$ cat config.mk
export PLATFORM = sky130hd
export DESIGN_NAME = fetch_unit_flat
export DESIGN_NICKNAME = d
export VERILOG_FILES = /design/src/rtl/fetch_unit_if.sv /design/src/rtl/fetch_unit.sv /design/src/flat_wrapper.sv
export SDC_FILE = /design/constraint.sdc
export NUM_CORES = 1
export LEC_CHECK = 0
export CAP_MARGIN = 20
export CORE_ASPECT_RATIO = 1.1
export CORE_MARGIN = 1
export CORE_UTILIZATION = 41
export CTS_BUF_LIST = sky130_fd_sc_hd__clkbuf_4 sky130_fd_sc_hd__clkbuf_8 sky130_fd_sc_hd__clkbuf_16
export DETAILED_ROUTE_END_ITERATION = 10
export PLACE_DENSITY = 0.92
export SLEW_MARGIN = 30
export SYNTH_ARGS = -nofsm -noshare
export SYNTH_HDL_FRONTEND = slang
export SYNTH_SLANG_ARGS = --single-unit
$ cat constraint.sdc
create_clock -name clk -period 2.6 [get_ports clk]
set_clock_uncertainty 0.2 [all_clocks]
set_input_delay 0.52 -clock clk [delete_from_list [all_inputs] [get_ports clk]]
set_output_delay 0.52 -clock clk [all_outputs]
set_load 0.02 [all_outputs]
$ cat src/rtl/fetch_unit_if.sv
// fetch_unit_if: controller/program-memory bus seen by the fetch unit
interface fetch_unit_if;
    logic        LoadIR;
    logic        IncPC;
    logic        LoadPC;
    logic        SelPC;
    logic [7:0]  RegVal;
    logic [11:0] MemData;
    logic        MemValid;
    logic        MemRd;
    logic [7:0]  MemAddr;
    logic [3:0]  Opcode;
    logic [7:0]  Imm;
    logic [3:0]  RegAddr;
    logic [7:0]  PC;
    logic        IRValid;
    logic        Halted;
    modport master (
        output LoadIR, IncPC, LoadPC, SelPC, RegVal, MemData, MemValid,
        input  MemRd, MemAddr, Opcode, Imm, RegAddr, PC, IRValid, Halted
    );
    modport slave (
        input  LoadIR, IncPC, LoadPC, SelPC, RegVal, MemData, MemValid,
        output MemRd, MemAddr, Opcode, Imm, RegAddr, PC, IRValid, Halted
    );
endinterface

$ cat src/rtl/fetch_unit.sv
// fetch_unit: FETCH/WAIT/EXEC/HALT instruction fetcher with PC and IR
module fetch_unit #(
    parameter logic [7:0] RESET_PC = 8'h00
) (
    input logic          clk,
    input logic          CLB,
    fetch_unit_if.slave  bus
);
    typedef enum logic [1:0] {FETCH = 2'd0, WAIT = 2'd1, EXEC = 2'd2, HALT = 2'd3} state_e;
    state_e      state_q, state_d;
    logic [7:0]  pc_q, pc_d;
    logic [11:0] ir_q, ir_d;
    always_ff @(posedge clk) begin
        if (CLB) begin
            state_q <= FETCH;
            pc_q    <= RESET_PC;
            ir_q    <= 12'h000;
        end else begin
            state_q <= state_d;
            pc_q    <= pc_d;
            ir_q    <= ir_d;
        end
    end
    // Untaken branches and plain increments both advance by one, so IncPC only matters as a request
    always_comb begin
        state_d = state_q;
        pc_d    = pc_q;
        ir_d    = ir_q;
        case (state_q)
            FETCH: state_d = WAIT;
            WAIT: if (bus.MemValid) begin
                ir_d    = bus.MemData;
                state_d = EXEC;
            end
            EXEC: if (ir_q[11:8] == 4'hF) begin
                state_d = HALT;
            end else if (bus.LoadIR) begin
                state_d = FETCH;
                pc_d    = bus.LoadPC ? (bus.SelPC ? bus.RegVal : ir_q[7:0]) : pc_q + 8'd1;
            end
            default: state_d = HALT;
        endcase
    end
    assign bus.MemRd   = !CLB && state_q == FETCH;
    assign bus.IRValid = !CLB && state_q == EXEC;
    assign bus.Halted  = !CLB && state_q == HALT;
    assign bus.Opcode  = CLB ? 4'h0 : ir_q[11:8];
    assign bus.Imm     = CLB ? 8'h00 : ir_q[7:0];
    assign bus.RegAddr = CLB ? 4'h0 : ir_q[3:0];
    assign bus.PC      = CLB ? RESET_PC : pc_q;
    assign bus.MemAddr = CLB ? RESET_PC : pc_q;
endmodule

$ cat src/flat_wrapper.sv
// flat-port wrapper written by rule: the top's interface ports become plain ports
module fetch_unit_flat 
#(
    parameter logic [7:0] RESET_PC = 8'h00
)
  (clk, CLB, bus_LoadIR, bus_IncPC, bus_LoadPC, bus_SelPC, bus_RegVal, bus_MemData, bus_MemValid, bus_MemRd, bus_MemAddr, bus_Opcode, bus_Imm, bus_RegAddr, bus_PC, bus_IRValid, bus_Halted);
  fetch_unit_if bus_i ();
  input logic clk;
  input logic CLB;
  input wire logic [$bits(bus_i.LoadIR)-1:0] bus_LoadIR;
  input wire logic [$bits(bus_i.IncPC)-1:0] bus_IncPC;
  input wire logic [$bits(bus_i.LoadPC)-1:0] bus_LoadPC;
  input wire logic [$bits(bus_i.SelPC)-1:0] bus_SelPC;
  input wire logic [$bits(bus_i.RegVal)-1:0] bus_RegVal;
  input wire logic [$bits(bus_i.MemData)-1:0] bus_MemData;
  input wire logic [$bits(bus_i.MemValid)-1:0] bus_MemValid;
  output wire logic [$bits(bus_i.MemRd)-1:0] bus_MemRd;
  output wire logic [$bits(bus_i.MemAddr)-1:0] bus_MemAddr;
  output wire logic [$bits(bus_i.Opcode)-1:0] bus_Opcode;
  output wire logic [$bits(bus_i.Imm)-1:0] bus_Imm;
  output wire logic [$bits(bus_i.RegAddr)-1:0] bus_RegAddr;
  output wire logic [$bits(bus_i.PC)-1:0] bus_PC;
  output wire logic [$bits(bus_i.IRValid)-1:0] bus_IRValid;
  output wire logic [$bits(bus_i.Halted)-1:0] bus_Halted;
  assign bus_i.LoadIR = bus_LoadIR;
  assign bus_i.IncPC = bus_IncPC;
  assign bus_i.LoadPC = bus_LoadPC;
  assign bus_i.SelPC = bus_SelPC;
  assign bus_i.RegVal = bus_RegVal;
  assign bus_i.MemData = bus_MemData;
  assign bus_i.MemValid = bus_MemValid;
  assign bus_MemRd = bus_i.MemRd;
  assign bus_MemAddr = bus_i.MemAddr;
  assign bus_Opcode = bus_i.Opcode;
  assign bus_Imm = bus_i.Imm;
  assign bus_RegAddr = bus_i.RegAddr;
  assign bus_PC = bus_i.PC;
  assign bus_IRValid = bus_i.IRValid;
  assign bus_Halted = bus_i.Halted;
  fetch_unit #(.RESET_PC(RESET_PC)) u_core (.clk(clk), .CLB(CLB), .bus(bus_i));
endmodule
==> flow_summary.ini <==
[run_status]
status = complete, no violations

[setup_path]
start_kind = input port
cp_data_required_time_ps = 1880
timing.rr.start = u_core.state_q[1]
crit_path_end_kind = output port
critPathMaxFanout = 34
arrival_ps = 1780
critPathLaunch = CLB
critPathKind = input port to output port

[route]
drt_iter0_markers = 68
num_vias = 1329
wire_per_inst_um = 12.7
ant_nets = 0
viasPerCell = 5.27
wirelength_um = 3210
first_pass_iters = 4
drc = 0

[sta]
setup_viol = 0
drv_slew = 0
worst_pin_slew_ps = 490
finalSetupTns_ps = 0
hold_viol = 0
timing.final.crit_share_pct = 96.0
fmax_mhz = 401
relSlewSlack_pct = 67.2
fin_crit_ps = 2500
rsz0062_at_grt = no

[clock_tree]
cts_tree = built
postCtsSetupBuffers = 0
root_buffer = clkbuf_4
path_clk_slew_ps = 120
cts_buffer_depth = 2
worstSkewPairLatency_ps = 320
clock_sinks = 22
h-tree-depth = 1
cts_buffers = 3

[floorplanning]
dieHeight_um = 60.9
fp.dieArea_mm2 = 0.00338
start_util_pct = 42.7
pin_count = 62
rows = 21
coreArea_mm2 = 0.00302
die_w_um = 55.5

[finish]
drive_above_1_share_pct = 5.96
diodes = 0
finalInstanceArea_mm2 = 0.00186
layout-area-overhead-vs-synth_pct = 44.0
fin_nets = 247
finalNonFillerCells = 252

[logic_synthesis]
yosys-top-cells-area = dfxtp_1 34%, nor2b_1 9.7%, nand2_1 9.6%
synth-edff-count = 0
synth-seq-cells = 22
synth_top_area_share_pct = 34.1
synth_most_common_cell = nand2_1
netlist_top_cells_count = 33 x nand2_1, 22 x dfxtp_1, 20 x nor2b_1
ys_async_sr_fraction_pct = 0
ys_seq_area_share_pct = 34.1
avgSynthCellArea_um2 = 7.64
synth_top_area_cell = dfxtp_1
syn_area_mm2 = 0.00129
syn_inst = 169
syn_nets = 197
synth_warnings = 0
ys.flop_type = dfxtp_1
synth.distinct_cells = 36

[global_routing]
antenna_found_initial = 0
first_global_vias = 1280
grt-ovfl-total = 0
grt_pass1_wl_um = 5250
grt_max_degree = 35
grt_usage_pct = 19.8

[hold_path]
min_path_type = flip-flop to flip-flop
min_from = u_core.ir_q[10]

[placed_design]
port_buffers = 60
place_area_mm2 = 0.00186
dp_cells = 248
detailed_place_hpwl_um = 2420
gp_congestion = 0.859

[power]
intPower_uw = 511
swShare_pct = 27.5
power.share.clock_pct = 28.1
pwr-share-comb_pct = 20.4
peakVddDrop_uv = 324
p_seq_share_pct = 51.5
power_density_mw_per_mm2 = 379
p_sw_uw = 194
p_leak_uw = 0.000849

[flow_run]
drv_cap = 0
[power groups by stage]
stage          Clock, uW  Sequential (uW)  Combinational (uW)
2_1_floorplan          0              367                78.6
3_3_place_gp           0              370                 149
3_5_place_dp           0              371                 151
4_1_cts              198              363                 145
5_1_grt              217              366                 158
6_report             198              363                 144
[final timing paths]
| check | endpoint | slack [ps] | cells past startpoint |
|---|---|---|---|
| worst max register to register | u_core.pc_q[2] | 880 | 4 |
| worst max-delay path | bus_Halted | 100 | 5 |
| worst min register to register | u_core.ir_q[10] | 280 | 2 |
| worst min-delay path | u_core.ir_q[10] | 280 | 2 |
[layer usage]
layer / vias up / track usage (%) / part of all wire (%)
met4: 0 / 9.29 / 1.4
li1: 669 / - / -
met2: 53 / 36.5 / 51
met5: - / 0 / 0
met1: 602 / 22.1 / 41
met3: 5 / 4.69 / 6.8
[flip-flops by register name (all words and copies together), names as in the netlist]
signal and cells:
u_core.state_q 2, u_core.pc_q 8, u_core.ir_q 12
[layout by cell type (no fill, tap or decap), types with 2 or more instances in the layout]
cell type / n
a21oi_1: 17
mux2i_1: 7
inv_1: 2
nand4_1: 2
nor2_1: 3
clkbuf_4: 3
dlygate4sd2_1: 34
buf_4: 5
nand3_2: 2
o21ai_1: 5
nor2b_1: 20
a31oi_1: 3
a32o_1: 3
nor3_1: 2
nand2b_1: 2
and3_1: 2
clkdlybuf4s50_1: 25
dfxtp_1: 22
o21ai_0: 6
nand2_1: 33
[critical path: stages]
cell	delay [ps]
clkdlybuf4s50_1	510
buf_12	190
inv_1	70
and3_1	170
dlygate4sd2_1	310
[stage by stage]
| step | power, uW | util, % | setup slack, ps | hold WS (ps) |
|---|---|---|---|---|
| after floorplan | 445 | - | 591 | 244 |
| after global placement | 519 | 61.7 | -113 | 252 |
| after detailed placement | 522 | 61.7 | -154 | 257 |
| after CTS | 706 | 61.4 | 9.41 | 278 |
| after global routing | 741 | 61.5 | 27.7 | 313 |
| final | 706 | 61.5 | 105 | 278 |
[repair_timing]
action,in CTS,in global routing
resized for setup,34,1
pin swaps,0,0
hold buffers,0,0
endpoints found under the setup margin,34,1
[cell families after synthesis]
family | Yosys count | synth area share, %
simple gates | 75 | 30.4
compound gates | 40 | 18.2
buf+inv | 24 | 10.9
flops | 22 | 34.1
mux | 7 | 5.43
fa+ha+maj | 1 | 0.969
[cell type report]
type / count / area (um^2)
inverters: 3 / 11.3
flip-flops and latches: 22 / 440
repair buffers: 66 / 618
clock buffers: 4 / 36.3
well taps: 34 / 42.5
multi-input cells: 123 / 711
fillers: 279 / 1160
(Power assumes the default switching activity.)
==> patch 1 (same flow settings) <==
Add an input register stage for `CLB`, without a reset; this delays it by one clock. The other inputs are not delayed to match.
--- a/src/rtl/fetch_unit.sv
+++ b/src/rtl/fetch_unit.sv
@@ -7,11 +7,18 @@
     fetch_unit_if.slave  bus
 );
     typedef enum logic [1:0] {FETCH = 2'd0, WAIT = 2'd1, EXEC = 2'd2, HALT = 2'd3} state_e;
+
+    logic CLB_q;
+
+    always_ff @(posedge clk) begin
+        CLB_q <= CLB;
+    end
+
     state_e      state_q, state_d;
     logic [7:0]  pc_q, pc_d;
     logic [11:0] ir_q, ir_d;
     always_ff @(posedge clk) begin
-        if (CLB) begin
+        if (CLB_q) begin
             state_q <= FETCH;
             pc_q    <= RESET_PC;
             ir_q    <= 12'h000;
@@ -41,13 +48,13 @@
             default: state_d = HALT;
         endcase
     end
-    assign bus.MemRd   = !CLB && state_q == FETCH;
-    assign bus.IRValid = !CLB && state_q == EXEC;
-    assign bus.Halted  = !CLB && state_q == HALT;
-    assign bus.Opcode  = CLB ? 4'h0 : ir_q[11:8];
-    assign bus.Imm     = CLB ? 8'h00 : ir_q[7:0];
-    assign bus.RegAddr = CLB ? 4'h0 : ir_q[3:0];
-    assign bus.PC      = CLB ? RESET_PC : pc_q;
-    assign bus.MemAddr = CLB ? RESET_PC : pc_q;
+    assign bus.MemRd   = !CLB_q && state_q == FETCH;
+    assign bus.IRValid = !CLB_q && state_q == EXEC;
+    assign bus.Halted  = !CLB_q && state_q == HALT;
+    assign bus.Opcode  = CLB_q ? 4'h0 : ir_q[11:8];
+    assign bus.Imm     = CLB_q ? 8'h00 : ir_q[7:0];
+    assign bus.RegAddr = CLB_q ? 4'h0 : ir_q[3:0];
+    assign bus.PC      = CLB_q ? RESET_PC : pc_q;
+    assign bus.MemAddr = CLB_q ? RESET_PC : pc_q;
 endmodule
 
Check against the original RTL: not equivalent (Yosys sat finds a counterexample within 4 cycles, from zero or initial values).
==> patch 1 against the unedited design <==
- cell area grew 0.74%
- register-to-register slack lost 0.05 ns
- via count shrank 2.0%
- largest power group unchanged
- total power shrank 0.49%
- non-clock buffer count shrank 3
- sequential share of layout area grew 0.89 points
- area after synthesis grew 1.6%
- critical path type is now reg2out
- setup slack gained 0.082 ns
- wire length shrank 2.9%
- global-route usage shrank 0.77 points
- sequential cell count grew 1
- largest cell class unchanged
==> patch 1: results (changes against the unedited design) <==
INFO  metric yosysWarningCount = 0 (unchanged)
INFO  metric finalWeightedCongestion = 0.883 (was 0.859)
INFO  metric first_iter_violations = 20 (was 68)
INFO  metric cp_slowest_cell = sky130_fd_sc_hd__clkdlybuf4s50_1 (unchanged)
INFO  metric post-cts-setup-buffer-count = 0 (unchanged)
INFO  metric most_used_flip_flop_cell_after_synthesis = sky130_fd_sc_hd__dfxtp_1 (unchanged)
INFO  metric vdd.ir_drop.worst = 0.341 mV (was 0.324 mV)
INFO  metric post_synth_most_frequent_cells = 34 x sky130_fd_sc_hd__nand2_1, 23 x sky130_fd_sc_hd__dfxtp_1, 20 x sky130_fd_sc_hd__nor2b_1, 17 x sky130_fd_sc_hd__a21oi_1, 13 x sky130_fd_sc_hd__buf_4 (was 33 x sky130_fd_sc_hd__nand2_1, 22 x sky130_fd_sc_hd__dfxtp_1, 20 x sky130_fd_sc_hd__nor2b_1, 17 x sky130_fd_sc_hd__a21oi_1, 13 x sky130_fd_sc_hd__buf_4)
INFO  metric final.fill_count = 265 (was 279)
INFO  metric avgRoutedWirePerCell = 12.5 um (was 12.7 um)
INFO  metric cts-resized-gates = 0 (was 34)
INFO  metric drive_gt1_frac = 0.0558 (was 0.0596)
INFO  metric relSlewSlack = 0.694 (was 0.672)
INFO  metric yosysSeqAreaShare = 0.351 (was 0.341)
INFO  metric global_route.usage.total = 0.190 (was 0.198)
INFO  metric cts.path.max_buffers = 2 (unchanged)
INFO  metric cp_top_family = buffers and inverters (unchanged)
INFO  metric cp_max_fo = 29 (was 34)
INFO  metric grt_first_pass_wirelength = 5160 um (was 5250 um)
INFO  metric first_global_vias = 1243 (was 1280)
INFO  metric synth_top_cells_by_area = sky130_fd_sc_hd__dfxtp_1 35%, sky130_fd_sc_hd__nand2_1 9.7%, sky130_fd_sc_hd__nor2b_1 9.5% (was sky130_fd_sc_hd__dfxtp_1 34%, sky130_fd_sc_hd__nor2b_1 9.7%, sky130_fd_sc_hd__nand2_1 9.6%)
INFO  metric crit_arrival = 1.69 ns (was 1.78 ns)
INFO  metric insertedDiodeCount = 0 (unchanged)
INFO  metric ys_types = 35 (was 36)
INFO  metric run_status = completed (unchanged)
INFO  metric largestRegisters = u_core.ir_q (12), u_core.pc_q (8), u_core.state_q (2) (unchanged)
INFO  metric slowest_delay = 0.62 ns (was 0.51 ns)
INFO  metric static-leakage-power = 0.000652 uW (was 0.000849 uW)
INFO  metric num_vias = 1303 (was 1329)
INFO  metric detailed_placement_wirelength_estimate = 2370 um (was 2420 um)
INFO  metric nets = 244 (was 247)
INFO  metric mappedNetlistNets = 198 (was 197)
INFO  metric grt_start_max_net_pins = 30 (was 35)
[patch 1: worst paths after layout]
check / from / endpoint / slack (ns) / cells past startpoint
hold / removal: u_core.ir_q[7] / u_core.ir_q[7] / 0.27 / 2
setup reg to reg: u_core.ir_q[10] / u_core.pc_q[2] / 0.83 / 4
setup / recovery: u_core.CLB_q / bus_IRValid / 0.19 / 3
hold reg to reg: u_core.ir_q[7] / u_core.ir_q[7] / 0.27 / 2
[patch 1: power breakdown]
part	switching [uW]	internal [uW]	total [uW]
Combinational	69.0	78.2	147
Clock	104	70.2	174
Sequential	14.1	367	381
Total	187	515	702
[patch 1: cell type report]
type | count | share of cell area
clock buffer | 4 | 0.0160
inverter | 3 | 0.00601
multi-input combinational | 122 | 0.377
sequential | 23 | 0.246
tap | 34 | 0.0227
timing repair buffer | 63 | 0.333
[patch 1: kinds of logic after synthesis]
group	after synthesis	share of synthesized area
buffers and inverters	25	0.112
AOI/OAI and AO/OA	40	0.188
and+or+nand+nor	74	0.287
adders and majority gates	1	0.00953
muxes	7	0.0534
DFF	23	0.351
[patch 1: per-stage QoR]
| step | instance area (sq um) | setup slack [ns] | cells |
|---|---|---|---|
| after floorplan | 1310 | 0.768 | 170 |
| after global placement | 1840 | 0.389 | 245 |
| after detailed placement | 1840 | 0.386 | 245 |
| after CTS | 1870 | 0.177 | 249 |
| after global routing | 1870 | 0.0860 | 249 |
| final | 1870 | 0.187 | 249 |
[patch 1: routing by layer]
metal | share of wire | GRT usage | routed length, um | up-vias
met3 | 0.053 | 0.0378 | 164 | 2
li1 | - | - | - | 664
met1 | 0.44 | 0.216 | 1370 | 596
met5 | 0 | 0 | 0 | -
met2 | 0.50 | 0.365 | 1570 | 41
met4 | 0.0055 | 0.0697 | 17 | 0
[patch 1: worst register-to-register path: cells and delay by family (launching register included)]
family	cells	cell delay [ns]
AO/OA/AOI/OAI	3	0.69
flip-flops	1	0.36
AND/OR/NAND/NOR	1	0.44
==> patch 2 (config.mk and constraints unchanged) <==
Made on the original files. The 4 states of `state_e` get a Gray code encoding in 2 bits.
--- a/src/rtl/fetch_unit.sv
+++ b/src/rtl/fetch_unit.sv
@@ -6,7 +6,7 @@
     input logic          CLB,
     fetch_unit_if.slave  bus
 );
-    typedef enum logic [1:0] {FETCH = 2'd0, WAIT = 2'd1, EXEC = 2'd2, HALT = 2'd3} state_e;
+    typedef enum logic [1:0] {FETCH = 2'b00, WAIT = 2'b01, EXEC = 2'b11, HALT = 2'b10} state_e;
     state_e      state_q, state_d;
     logic [7:0]  pc_q, pc_d;
     logic [11:0] ir_q, ir_d;
Function: no difference found for any inputs over 10 cycles, from zero or initial values; not proved beyond that.
==> patch 2 against the unedited design <==
- clock power decreased by 3%
- critical endpoint is now bus_MemAddr[7]
- cell area increased by 1.6%
- combinational power about the same
- worst hold slack got worse by 0.0063 ns
- sequential cell count unchanged
- highest routed layer unchanged
- setup slack improved by 0.032 ns
- wire length decreased by 2.4%
- total power decreased by 0.60%
- first-iteration DRC count decreased by 43%
- area after synthesis increased by 1.6%
==> patch 2: results (changes against the unedited design) <==
INFO  metric run_status = completed (unchanged)
INFO  metric gr-usage-met1 = 0.232 (was 0.221)
INFO  metric crit_arrival = 1.74 ns (was 1.78 ns)
INFO  metric global_route.usage.total = 0.184 (was 0.198)
INFO  metric avgRoutedWirePerCell = 12.1 um (was 12.7 um)
INFO  metric switching_share = 0.269 (was 0.275)
INFO  metric yosys-mux-area-fraction = 0.0534 (was 0.0543)
INFO  metric final_core_util = 0.620 (was 0.615)
INFO  metric first_global_vias = 1137 (was 1280)
INFO  metric grt.met3_usage = 0.0336 (was 0.0469)
INFO  metric static-leakage-power = 0.000860 uW (was 0.000849 uW)
INFO  metric drive_gt1_frac = 0.0800 (was 0.0596)
INFO  metric first_iter_violations = 39 (was 68)
INFO  metric vdd.ir_drop.worst = 0.430 mV (was 0.324 mV)
INFO  metric ys_types = 35 (was 36)
INFO  metric syn_avg_cell_area = 7.58 sq um (was 7.64 sq um)
INFO  metric yosysSeqAreaShare = 0.336 (was 0.341)
INFO  metric use_met2 = 0.305 (was 0.365)
INFO  metric cts-resized-gates = 35 (was 34)
INFO  metric relSlewSlack = 0.691 (was 0.672)
INFO  metric firstDrtPassIters = 6 (was 4)
INFO  metric detailed_placement_wirelength_estimate = 2420 um (about the same)
INFO  metric finalWeightedCongestion = 0.877 (was 0.859)
INFO  metric cp_max_fo = 17 (was 34)
INFO  metric synth-compound-area-share = 0.165 (was 0.182)
INFO  metric grt_start_max_net_pins = 18 (was 35)
[patch 2: cell type report]
type,instances,area share
clock buffer,4,0.0192
tap,34,0.0225
multi-input combinational,127,0.380
inverter,2,0.00397
timing repair buffer,70,0.341
sequential,22,0.233
[patch 2: stage by stage]
| stage | setup TNS, ns | instance area [sq um] | setup slack, ns |
|---|---|---|---|
| global route | 0 | 1890 | 0.101 |
| floorplan | 0 | 1310 | 0.579 |
| detailed placement | -2.13 | 1900 | -0.139 |
| finish | 0 | 1890 | 0.137 |
| global placement | -1.88 | 1900 | -0.130 |
| CTS | 0 | 1890 | 0.135 |
[patch 2: kinds of logic after synthesis]
logic type,Yosys count
and+or+nand+nor,81
buffers and inverters,24
adders and majority gates,1
AOI/OAI and AO/OA,38
muxes,7
DFF,22
[patch 2: worst max-delay path: stages]
cell and delay [ns]:
sky130_fd_sc_hd__clkdlybuf4s50_1 0.46, sky130_fd_sc_hd__buf_12 0.18, sky130_fd_sc_hd__nor2b_1 0.22, sky130_fd_sc_hd__dlygate4sd2_1 0.37
[patch 2: metal layers]
metal	vias up	wire (um)
met3	9	181
li1	689	-
met2	58	1490
met5	-	0
met4	0	68
met1	593	1390
[patch 2: power by group through the flow]
stage	Clock, uW	Sequential (uW)	Combinational [uW]
floorplan	0	365	79.1
finish	193	364	144
global placement	0	370	149
global route	209	366	158
CTS	194	364	145
detailed placement	0	372	151
[patch 2: worst paths after layout]
path / from / to / slack [ns] / depth (start not counted)
worst min register to register: u_core.ir_q[1] / u_core.ir_q[1] / 0.27 / 2
worst max-delay path: CLB / bus_MemAddr[7] / 0.14 / 4
worst min-delay path: u_core.ir_q[1] / u_core.ir_q[1] / 0.27 / 2
worst max register to register: u_core.pc_q[2] / u_core.pc_q[5] / 0.99 / 4
